===== config.mk =====
export PLATFORM = sky130hd
export DESIGN_NAME = divider_issue_ctrl
export DESIGN_NICKNAME = d
export VERILOG_FILES = /design/src/rtl/divider_issue_ctrl.sv
export SDC_FILE = /design/constraint.sdc
export NUM_CORES = 1
export LEC_CHECK = 0
export CORE_AREA = 3 3 131 164
export DETAILED_ROUTE_END_ITERATION = 7
export DIE_AREA = 0 0 134 167
export HOLD_SLACK_MARGIN = 0.12
export PLACE_DENSITY = 0.73
export SLEW_MARGIN = 40
export SYNTH_ARGS = -nofsm -noshare
export SYNTH_HDL_FRONTEND = slang
export SYNTH_SLANG_ARGS = --single-unit

===== constraint.sdc =====
create_clock -name clk -period 3.7 [get_ports clk]
set_input_delay 0.37 -clock clk [delete_from_list [all_inputs] [get_ports clk]]
set_output_delay 0.37 -clock clk [all_outputs]
set_load 0.01 [all_outputs]

===== src/rtl/divider_issue_ctrl.sv =====
// Issue/writeback controller for the iterative divider. One DIV/DIVU/REM/REMU
// op at a time; a one-entry quotient/remainder cache lets a DIV/REM pair on
// identical operands share a single division.
module divider_issue_ctrl #(
    parameter int DATA_WIDTH = 32,
    parameter int TAG_WIDTH  = 6
) (
    input  logic                  clk,
    input  logic                  rst,
    input  logic                  in_valid,
    output logic                  in_ready,
    input  logic [1:0]            in_op,
    input  logic [DATA_WIDTH-1:0] in_src_a,
    input  logic [DATA_WIDTH-1:0] in_src_b,
    input  logic [TAG_WIDTH-1:0]  in_tag,
    input  logic                  flush,
    output logic                  out_valid,
    input  logic                  out_ready,
    output logic [DATA_WIDTH-1:0] out_data,
    output logic [TAG_WIDTH-1:0]  out_tag,
    output logic                  div_req,
    output logic [DATA_WIDTH-1:0] div_dividend,
    output logic [DATA_WIDTH-1:0] div_divisor,
    output logic                  div_is_signed,
    input  logic                  div_finished,
    input  logic [DATA_WIDTH-1:0] div_quotient,
    input  logic [DATA_WIDTH-1:0] div_remainder
);

    typedef enum logic [1:0] {IDLE, WAIT, DONE} state_t;

    state_t                state, state_nxt;

    // Latched op
    logic [1:0]            op_q;
    logic [TAG_WIDTH-1:0]  tag_q;
    logic [DATA_WIDTH-1:0] a_q, b_q;
    logic                  sgn_q;

    // Result cache with its operand key
    logic                  cache_valid;
    logic [DATA_WIDTH-1:0] key_a, key_b;
    logic                  key_sgn;
    logic [DATA_WIDTH-1:0] quo_q, rem_q;

    logic                  in_sgn;
    logic                  accept;
    logic                  hit;
    logic                  capture;

    assign in_sgn  = ~in_op[0];
    assign in_ready = (state == IDLE) && !flush && !rst;
    assign accept  = in_valid && in_ready;
    assign hit     = cache_valid && (in_src_a == key_a) && (in_src_b == key_b)
                     && (in_sgn == key_sgn);
    // Completion only counts once we are already waiting; flush overrides it.
    assign capture = (state == WAIT) && div_finished && !flush;

    // Divider launch is combinational so the divider starts in the accept cycle.
    assign div_req       = accept && !hit;
    assign div_dividend  = div_req ? in_src_a : a_q;
    assign div_divisor   = div_req ? in_src_b : b_q;
    assign div_is_signed = div_req ? in_sgn   : sgn_q;

    assign out_valid = (state == DONE);
    assign out_data  = op_q[1] ? rem_q : quo_q;
    assign out_tag   = tag_q;

    // Next-state logic; flush forces IDLE from any state.
    always_comb begin
        state_nxt = state;
        case (state)
            IDLE: if (accept) state_nxt = hit ? DONE : WAIT;
            WAIT: if (div_finished) state_nxt = DONE;
            DONE: if (out_ready) state_nxt = IDLE;
            default: state_nxt = IDLE;
        endcase
        if (flush) state_nxt = IDLE;
    end

    // State register, op latch and result cache.
    always_ff @(posedge clk) begin
        if (rst) begin
            state       <= IDLE;
            op_q        <= '0;
            tag_q       <= '0;
            a_q         <= '0;
            b_q         <= '0;
            sgn_q       <= 1'b0;
            cache_valid <= 1'b0;
            key_a       <= '0;
            key_b       <= '0;
            key_sgn     <= 1'b0;
            quo_q       <= '0;
            rem_q       <= '0;
        end else begin
            state <= state_nxt;
            if (accept) begin
                op_q  <= in_op;
                tag_q <= in_tag;
                a_q   <= in_src_a;
                b_q   <= in_src_b;
                sgn_q <= in_sgn;
            end
            if (div_req) begin
                cache_valid <= 1'b0;
            end else if (flush && state == WAIT) begin
                // The divider may finish later for an op nobody wants; drop the key.
                cache_valid <= 1'b0;
            end else if (capture) begin
                cache_valid <= 1'b1;
                key_a       <= a_q;
                key_b       <= b_q;
                key_sgn     <= sgn_q;
                quo_q       <= div_quotient;
                rem_q       <= div_remainder;
            end
        end
    end

endmodule


==> summary.md, run 1 <==
| Metric | Value |
|---|---|
| Worst hold margin | between 200 and 250 ps |
| Syn Std Cell Area | ~9000 sq um |
| Fmax | around 0.28 GHz |
| Slew @ Worst Pin | around 750 ps |
| Seq cells post-synth | approximately 200 |
| Met3 wire length | between 2000 and 2500 um |
| Worst Path Arrival | ~3200 ps |
| Worst setup EP type | output pin |
| Leakage | ~4.4 nW |
| Worst EP required | 3330 ps |
| FP Rows | 58 |
| Io pins | 248 |
| Initial DRC Count | around 540 |
| Max Buffers Root-to-Sink | 3 |
| Sw Share | 0.2294 |
| Register-to-register setup slack | roughly 1500 ps |
| R2R Path End | cache_valid$_SDFFE_PP0P_ |
| Largest net degree at the start of global routing | between 100 and 150 |
| Hold Crit Class | input port to register |
| Fin area | 12420 sq um |
| Seq pwr share | 0.459 |
| Final setup viols | 0 |
| PnR worst setup slack | ~130 ps |
| Crit path time final | 3568 ps |
| Post-synthesis sequential area ratio | 0.4558 |
| Htree depth | 1 |
| # nets final | approximately 1.5k |
| Total wire length | 26810 um |
| Routability cong. | 0.8214 |
| Final ANT Viol Nets | 0 |
| Core area | slightly above 20000 sq um |
| Internal power | 3.796 mW |
| Hold Path End | a_q[12]$_SDFFE_PP0P_ |
| Uppermost layer routed | met5 |
| Area occupied by multi-input gates | about 4600 sq um |
| Sw Pwr | 1.130 mW |
| TritonRoute pass-1 iters | 5 |
| CP Class | input port to output pin |
| Max-Cap Viols | 0 |
| TNS Setup | 0 ps |
| Setup Skew | between 5 and 6 ps |
| Final Core Density | 0.6177 |
| Worst-Skew Late Latency | 490 ps |
| Area after DPL | 11670 sq um |
| Hold_sp | in_src_a[12] |
| DR WL/cell | 16.82 um |
| Crit share post-route | 0.9644 |
| Routed met1 length | approximately 11000 um |
| Hold Violations, Final | 0 |
| Startpoint types | input port |
| Initial antenna violation count | 2 |
| Starting Density | 0.4457 |
| Metal2 WL | roughly 13000 um |
| Syn nets | 1242 |
| Pwr dens | ~400 nW/um^2 |
| Clock transition at path regs | roughly 60 ps |
| Synth Area per Inst | 8.145 sq um |
| Max IR drop VDD | roughly 0.00033 V |
| Worst r2r src | key_b[1]$_SDFFE_PP0P_ |
| Num CTS Buffers | 21 |
| Die Y | ~170 um |
| FF/Latch Area | 4084 sq um |
| CTS tree | yes |
| Syn Inst Count | between 1k and 1.5k |
| Clock power frac | 0.424 |
| Comb pwr share | 0.117 |
| Clk sinks | just over 200 |
| Pre-CTS WS | -146.6 ps |
| Synth Warn # | 0 |
| Yosys cell types | 34 |
| Die Wd | approximately 130 um |
| Placed cell count | between 1.5k and 2k |
| Reg2Reg Depth | 7 |
| Pwr Total | 4.926 mW |
| Total number of vias | just over 8k |
| Max-slew violation count | 0 |
| Root buf cell | clkbuf_16 |
| Global-route wire length before repair | 42100 um |
| PortBufs | between 200 and 250 |
| Crit-path max FO | 23 |
| Max-slew headroom | 0.4991 |
| Post-Layout Cell Count | 1594 |
| Layout area overhead | 38.58% |
| GRT Total Usage | 0.2295 |
| Outcome | finished, final reports clean |
| Die ar. | roughly 22000 sq um |
| Via/cell ratio | approximately 5.1 |
| Share of layout cells above drive strength 1 | 0.1187 |
| Gr ovfl total | 0 |
| Hold depth | 3 |
| Fill count | 1733 |
| Final HPWL DP | between 15000 and 20000 um |
| Number of global-route vias before repair | around 7.8k |
| Number of remaining DRC errors | 0 |
## state kept, by name, summed over array words and instances, names as in the netlist, 2 cells and up
register and cells:
key_b 32, b_q 32, quo_q 32, rem_q 32, key_a 32, a_q 32
state 2, out_tag 6
## power by group through the flow
stage               logic, mW  clock network, mW  registers [mW]
finish                  0.574               2.09            2.26
floorplan               0.236                  0            2.30
CTS                     0.576               2.14            2.26
detailed placement      0.572                  0            2.31
global placement        0.568                  0            2.31
global route            0.615               2.22            2.26
## cell usage after synthesis, drive strengths merged
library cell / n / share of area
nand2: 405 / 0.17
a21oi: 204 / 0.11
dfxtp: 204 / 0.46
mux2: 96 / 0.13
clkbuf: 68 / 0.028
xor2: 48 / 0.047
nor4: 15 / 0.012
inv: 10 / 0.0042
buf: 9 / 0.0068
nand2b: 8 / 0.0056
xnor2: 5 / 0.0049
nand4: 4 / 0.0028
nor2b: 4 / 0.0028
nor2: 3 / 0.0013
o2111a: 2 / 0.0025
or2: 2 / 0.0014
a2111oi: 1 / 0.0017
a211oi: 1 / 0.00084
a221oi: 1 / 0.00098
a222oi: 1 / 0.0011
a22oi: 1 / 0.00084
a32o: 1 / 0.0011
and2: 1 / 0.00070
mux2i: 1 / 0.0011
nand3: 1 / 0.00056
o2111ai: 1 / 0.00098
o21ai: 1 / 0.00056
o21bai: 1 / 0.00084
o22ai: 1 / 0.00070
## worst max path at each step
stage / startpoint / to / slack (ps) / cells past startpoint
2_1_floorplan: rst / div_divisor[25] / 1250 / 6
3_3_place_gp: in_src_a[12] / div_divisor[6] / -150 / 9
3_5_place_dp: in_src_a[12] / div_divisor[6] / -150 / 9
4_1_cts: in_src_a[12] / div_divisor[6] / 60 / 9
5_1_grt: in_src_b[7] / div_divisor[16] / -7 / 9
6_report: in_src_a[9] / div_dividend[7] / 130 / 9
## placed cells by master (no fill, tap or decap), drive strengths merged
cell           count
o21ai              1
xor2              48
dfxtp            204
inv               10
and2               1
a21oi            204
o2111a             2
a32o               1
nand2            405
or2                2
bufinv             2
a2111oi            1
diode              1
dlymetal6s2s       3
a221oi             1
nand2b             8
buf               18
nor4              15
clkdlybuf4s50    243
o2111ai            1
xnor2              5
o22ai              1
a22oi              1
a222oi             1
mux2i              1
nand4              4
nor2               3
clkinv             3
clkbuf            31
mux2              96
nand3              1
a211oi             1
nor2b              4
o21bai             1
## layout make-up
| cell class | instances | share of cell area |
|---|---|---|
| Multi-Input combinational cell | 809 | 0.3694 |
| Sequential cell | 204 | 0.3289 |
| Timing Repair Buffer | 264 | 0.2175 |
| Clock buffer | 31 | 0.04776 |
| Tap cell | 270 | 0.02721 |
| Clock inverter | 5 | 0.006046 |
| Inverter | 10 | 0.003023 |
| Antenna cell | 1 | 0.0002015 |
## per-layer routing
metal  vias to the layer above  track usage
met1                      3810       0.2992
met2                       276       0.3857
met4                         2      0.06711
li1                       4039            -
met3                        42      0.04502
met5                         -            0
## critical path, cell delays in order
cell	delay [ps]
clkdlybuf4s50_1	490
xor2_1	230
nor4_2	300
nand4_1	200
nor4_4	420
a21oi_4	170
buf_12	200
mux2_2	240
clkdlybuf4s50_1	550
## repair_timing
| action | in CTS | in global routing |
|---|---|---|
| resized for setup | 2 | 7 |
| buffers inserted | 0 | 1 |
| hold buffers | 0 | 0 |
| gates cloned | 0 | 0 |
| pin swaps | 1 | 6 |
| endpoints found under the setup margin | 65 | 65 |
## cell families (layout without fill, tap and decap cells)
kind of cell    count (synthesis)  in the layout  share of synthesized area
mux                            97             97                     0.1301
other cells                     0              1                          0
flops                         204            204                     0.4558
xor+xnor                       53             53                    0.05181
compound gates                216            216                     0.1261
simple gates                  443            443                     0.1966
buf+inv                        87            310                    0.03952
Power figures use the tool's default switching activity.
==> run 2, diff against run 1 <==
Settings changed: CORE_AREA 3 3 131 164 to 2 2 130 163, DIE_AREA 0 0 134 167 to 0 0 132 165, PLACE_DENSITY 0.73 to 0.75.
==> run 2 against run 1 <==
  * Global-route usage up 0.54 points
  * Highest routed layer is now met4
  * Critical endpoint is now div_dividend[11]
  * Die area shrank 2.7%
  * Count of clock-buffer cells in the layout unchanged
  * Power up 3.7%
  * Via count grew 0.84%
  * Clock power grew 9%
==> summary.md, run 2 (synthesized netlist as in run 1, its figures left out) <==
| Metric | Value |
|---|---|
| Outcome | finished, final reports clean |
| Leakage | roughly 4.5 nW |
| CP Class | input port to output pin |
| CP Cell Sequence | clkdlybuf4s50_1 > xor2_1 > nor4_1 > nand4_1 > nor4_1 > buf_4 > a21oi_4 > buf_12 > mux2_2 > clkdlybuf4s50_1 |
| Worst Path Arrival | around 3300 ps |
| PortBufs | roughly 250 |
| RSZ-0062 raised after global routing | false |
| Seq pwr share | 0.443 |
| Initial DRC Count | 548 |
| Crit-path max FO | 25 |
| Setup Skew | 10.31 ps |
| Starting Density | 0.4457 |
| Max-Cap Viols | 0 |
| Hold Violations, Final | 0 |
| Max-slew headroom | 0.4877 |
| Worst EP required | approximately 3300 ps |
| Global-route wire length before repair | between 40000 and 50000 um |
| Met3 usage | 0.05433 |
| Die Y | between 150 and 200 um |
| Fmax | between 0.2 and 0.3 GHz |
| Htree depth | 1 |
| Final ANT Viol Nets | 0 |
| Core area | a little over 20000 sq um |
| Pwr Total | just over 5 mW |
| Sw Share | 0.2279 |
| Commonest cells after routing, fill and taps aside | 404 x nand2_1, 245 x clkdlybuf4s50_1, 204 x dfxtp_1 |
| Launch point of the worst path | in_src_a[0] |
| Gr ovfl total | 0 |
| Worst setup EP type | output pin |
| Max IR drop VDD | 0.0004261 V |
| Slew @ Worst Pin | just under 800 ps |
| GRT busiest layer | met2 |
| Critical path's largest stage delay | about 600 ps |
| Number of remaining DRC errors | 0 |
| DR WL/cell | about 17 um |
| Worst-Skew Late Latency | about 500 ps |
| # nets final | around 1.5k |
| Clock power frac | 0.444 |
| GR Util met2 | 0.4034 |
| Hold_sp | in_tag[0] |
| Io pins | 248 |
| Total wire length | approximately 27000 um |
| Largest net degree at the start of global routing | between 100 and 150 |
| Worst r2r src | key_a[31]$_SDFFE_PP0P_ |
| Internal power | approximately 3.9 mW |
| Num CTS Buffers | 22 |
| Total number of vias | 8238 |
| TNS Setup | 0 ps |
| Number of global-route vias before repair | about 7.7k |
| Initial antenna violation count | 2 |
| Die Wd | between 100 and 150 um |
| Clock transition at path regs | about 60 ps |
| FP Rows | 58 |
| Fin area | approximately 13000 sq um |
| Fill count | 1742 |
| Met1 Resource Use GR | 0.2866 |
| CP max stage cell | clkdlybuf4s50_1 |
| Clk sinks | about 200 |
| Share of layout cells above drive strength 1 | 0.1277 |
| CTS tree | yes |
| Sw Pwr | 1.164 mW |
| Pwr dens | approximately 410 nW/um^2 |
| Startpoint types | input port |
| Root buf cell | clkbuf_16 |
| Layout area overhead | 39.78% |
| Final setup viols | 0 |
| Area after DPL | roughly 12000 sq um |
| Worst hold margin | approximately 420 ps |
| Comb pwr share | 0.113 |
| GRT Total Usage | 0.2349 |
| Max Buffers Root-to-Sink | 3 |
| Routability cong. | between 0.8 and 0.9 |
| Crit share post-route | 0.9876 |
| Crit path time final | around 3700 ps |
| Max-slew violation count | 0 |
| TritonRoute pass-1 iters | 5 |
| Commonest non-fill, non-tap cell in the layout | nand2_1 |
| Final HPWL DP | about 18000 um |
| Via/cell ratio | just over 5 |
| Hold Crit Class | input port to register |
| Die ar. | around 22000 sq um |
-- run 2: changes by cell type in the layout (fill, tap and decap cells not counted), sizes merged --
cell / previous run / this run
buf: 18 / 20
clkbuf: 31 / 32
clkdlybuf4s50: 243 / 245
clkinv: 3 / 7
dlygate4sd2: 0 / 1
dlygate4sd3: 0 / 1
dlymetal6s2s: 3 / 0
-- run 2: final timing paths --
path	cells past startpoint	slack [ps]	to
setup / recovery	10	50	div_dividend[11]
hold / removal	3	420	out_tag[0]$_SDFFE_PP0P_
setup reg to reg	8	1450	cache_valid$_SDFFE_PP0P_
hold reg to reg	2	450	quo_q[13]$_SDFFE_PP0P_
-- run 2: cell type report --
cell class / count / area [sq um] / share of cell area
antenna: 1 / 2.502 / 0.0001998
clock buffer: 31 / 665.6 / 0.05315
clock inverter: 9 / 95.09 / 0.007592
inverter: 10 / 37.54 / 0.002997
multi-input combinational: 809 / 4593 / 0.3667
sequential: 204 / 4084 / 0.3261
tap: 270 / 337.8 / 0.02697
timing repair buffer: 268 / 2709 / 0.2163
-- run 2: per-layer routing --
layer,part of all wire,vias up
li1,-,4055
met1,0.41,3832
met2,0.48,304
met3,0.072,47
met4,0.031,0
met5,0,-
-- run 2: stage by stage --
step	worst slack, ps	util	instances
global route	17.81	0.6229	1601
floorplan	1247	-	1100
CTS	23.86	0.6208	1601
global placement	-67.92	0.5817	1560
detailed placement	-59.23	0.5820	1560
finish	45.81	0.6231	1602
-- run 2: worst max-delay path, delay by kind of cell --
family	cells	cell delay, ps
XOR/XNOR	1	180
AO/OA/AOI/OAI	1	100
AND/OR/NAND/NOR	3	940
buffers and inverters	4	1440
multiplexers	1	240
-- run 2: what timing repair did --
action	4_1_cts	5_1_grt
gates resized for setup	2	6
hold buffers	1	0
pin swaps	0	1
hold endpoints to repair	1	0
buffers inserted	0	0
endpoints found under the setup margin	4	63
-- run 2: power by group through the flow --
stage	combinational, mW	clock (mW)	sequential [mW]
floorplan	0.236	0	2.30
global placement	0.571	0	2.31
detailed placement	0.575	0	2.31
CTS	0.580	2.30	2.26
global route	0.618	2.41	2.26
finish	0.579	2.27	2.26
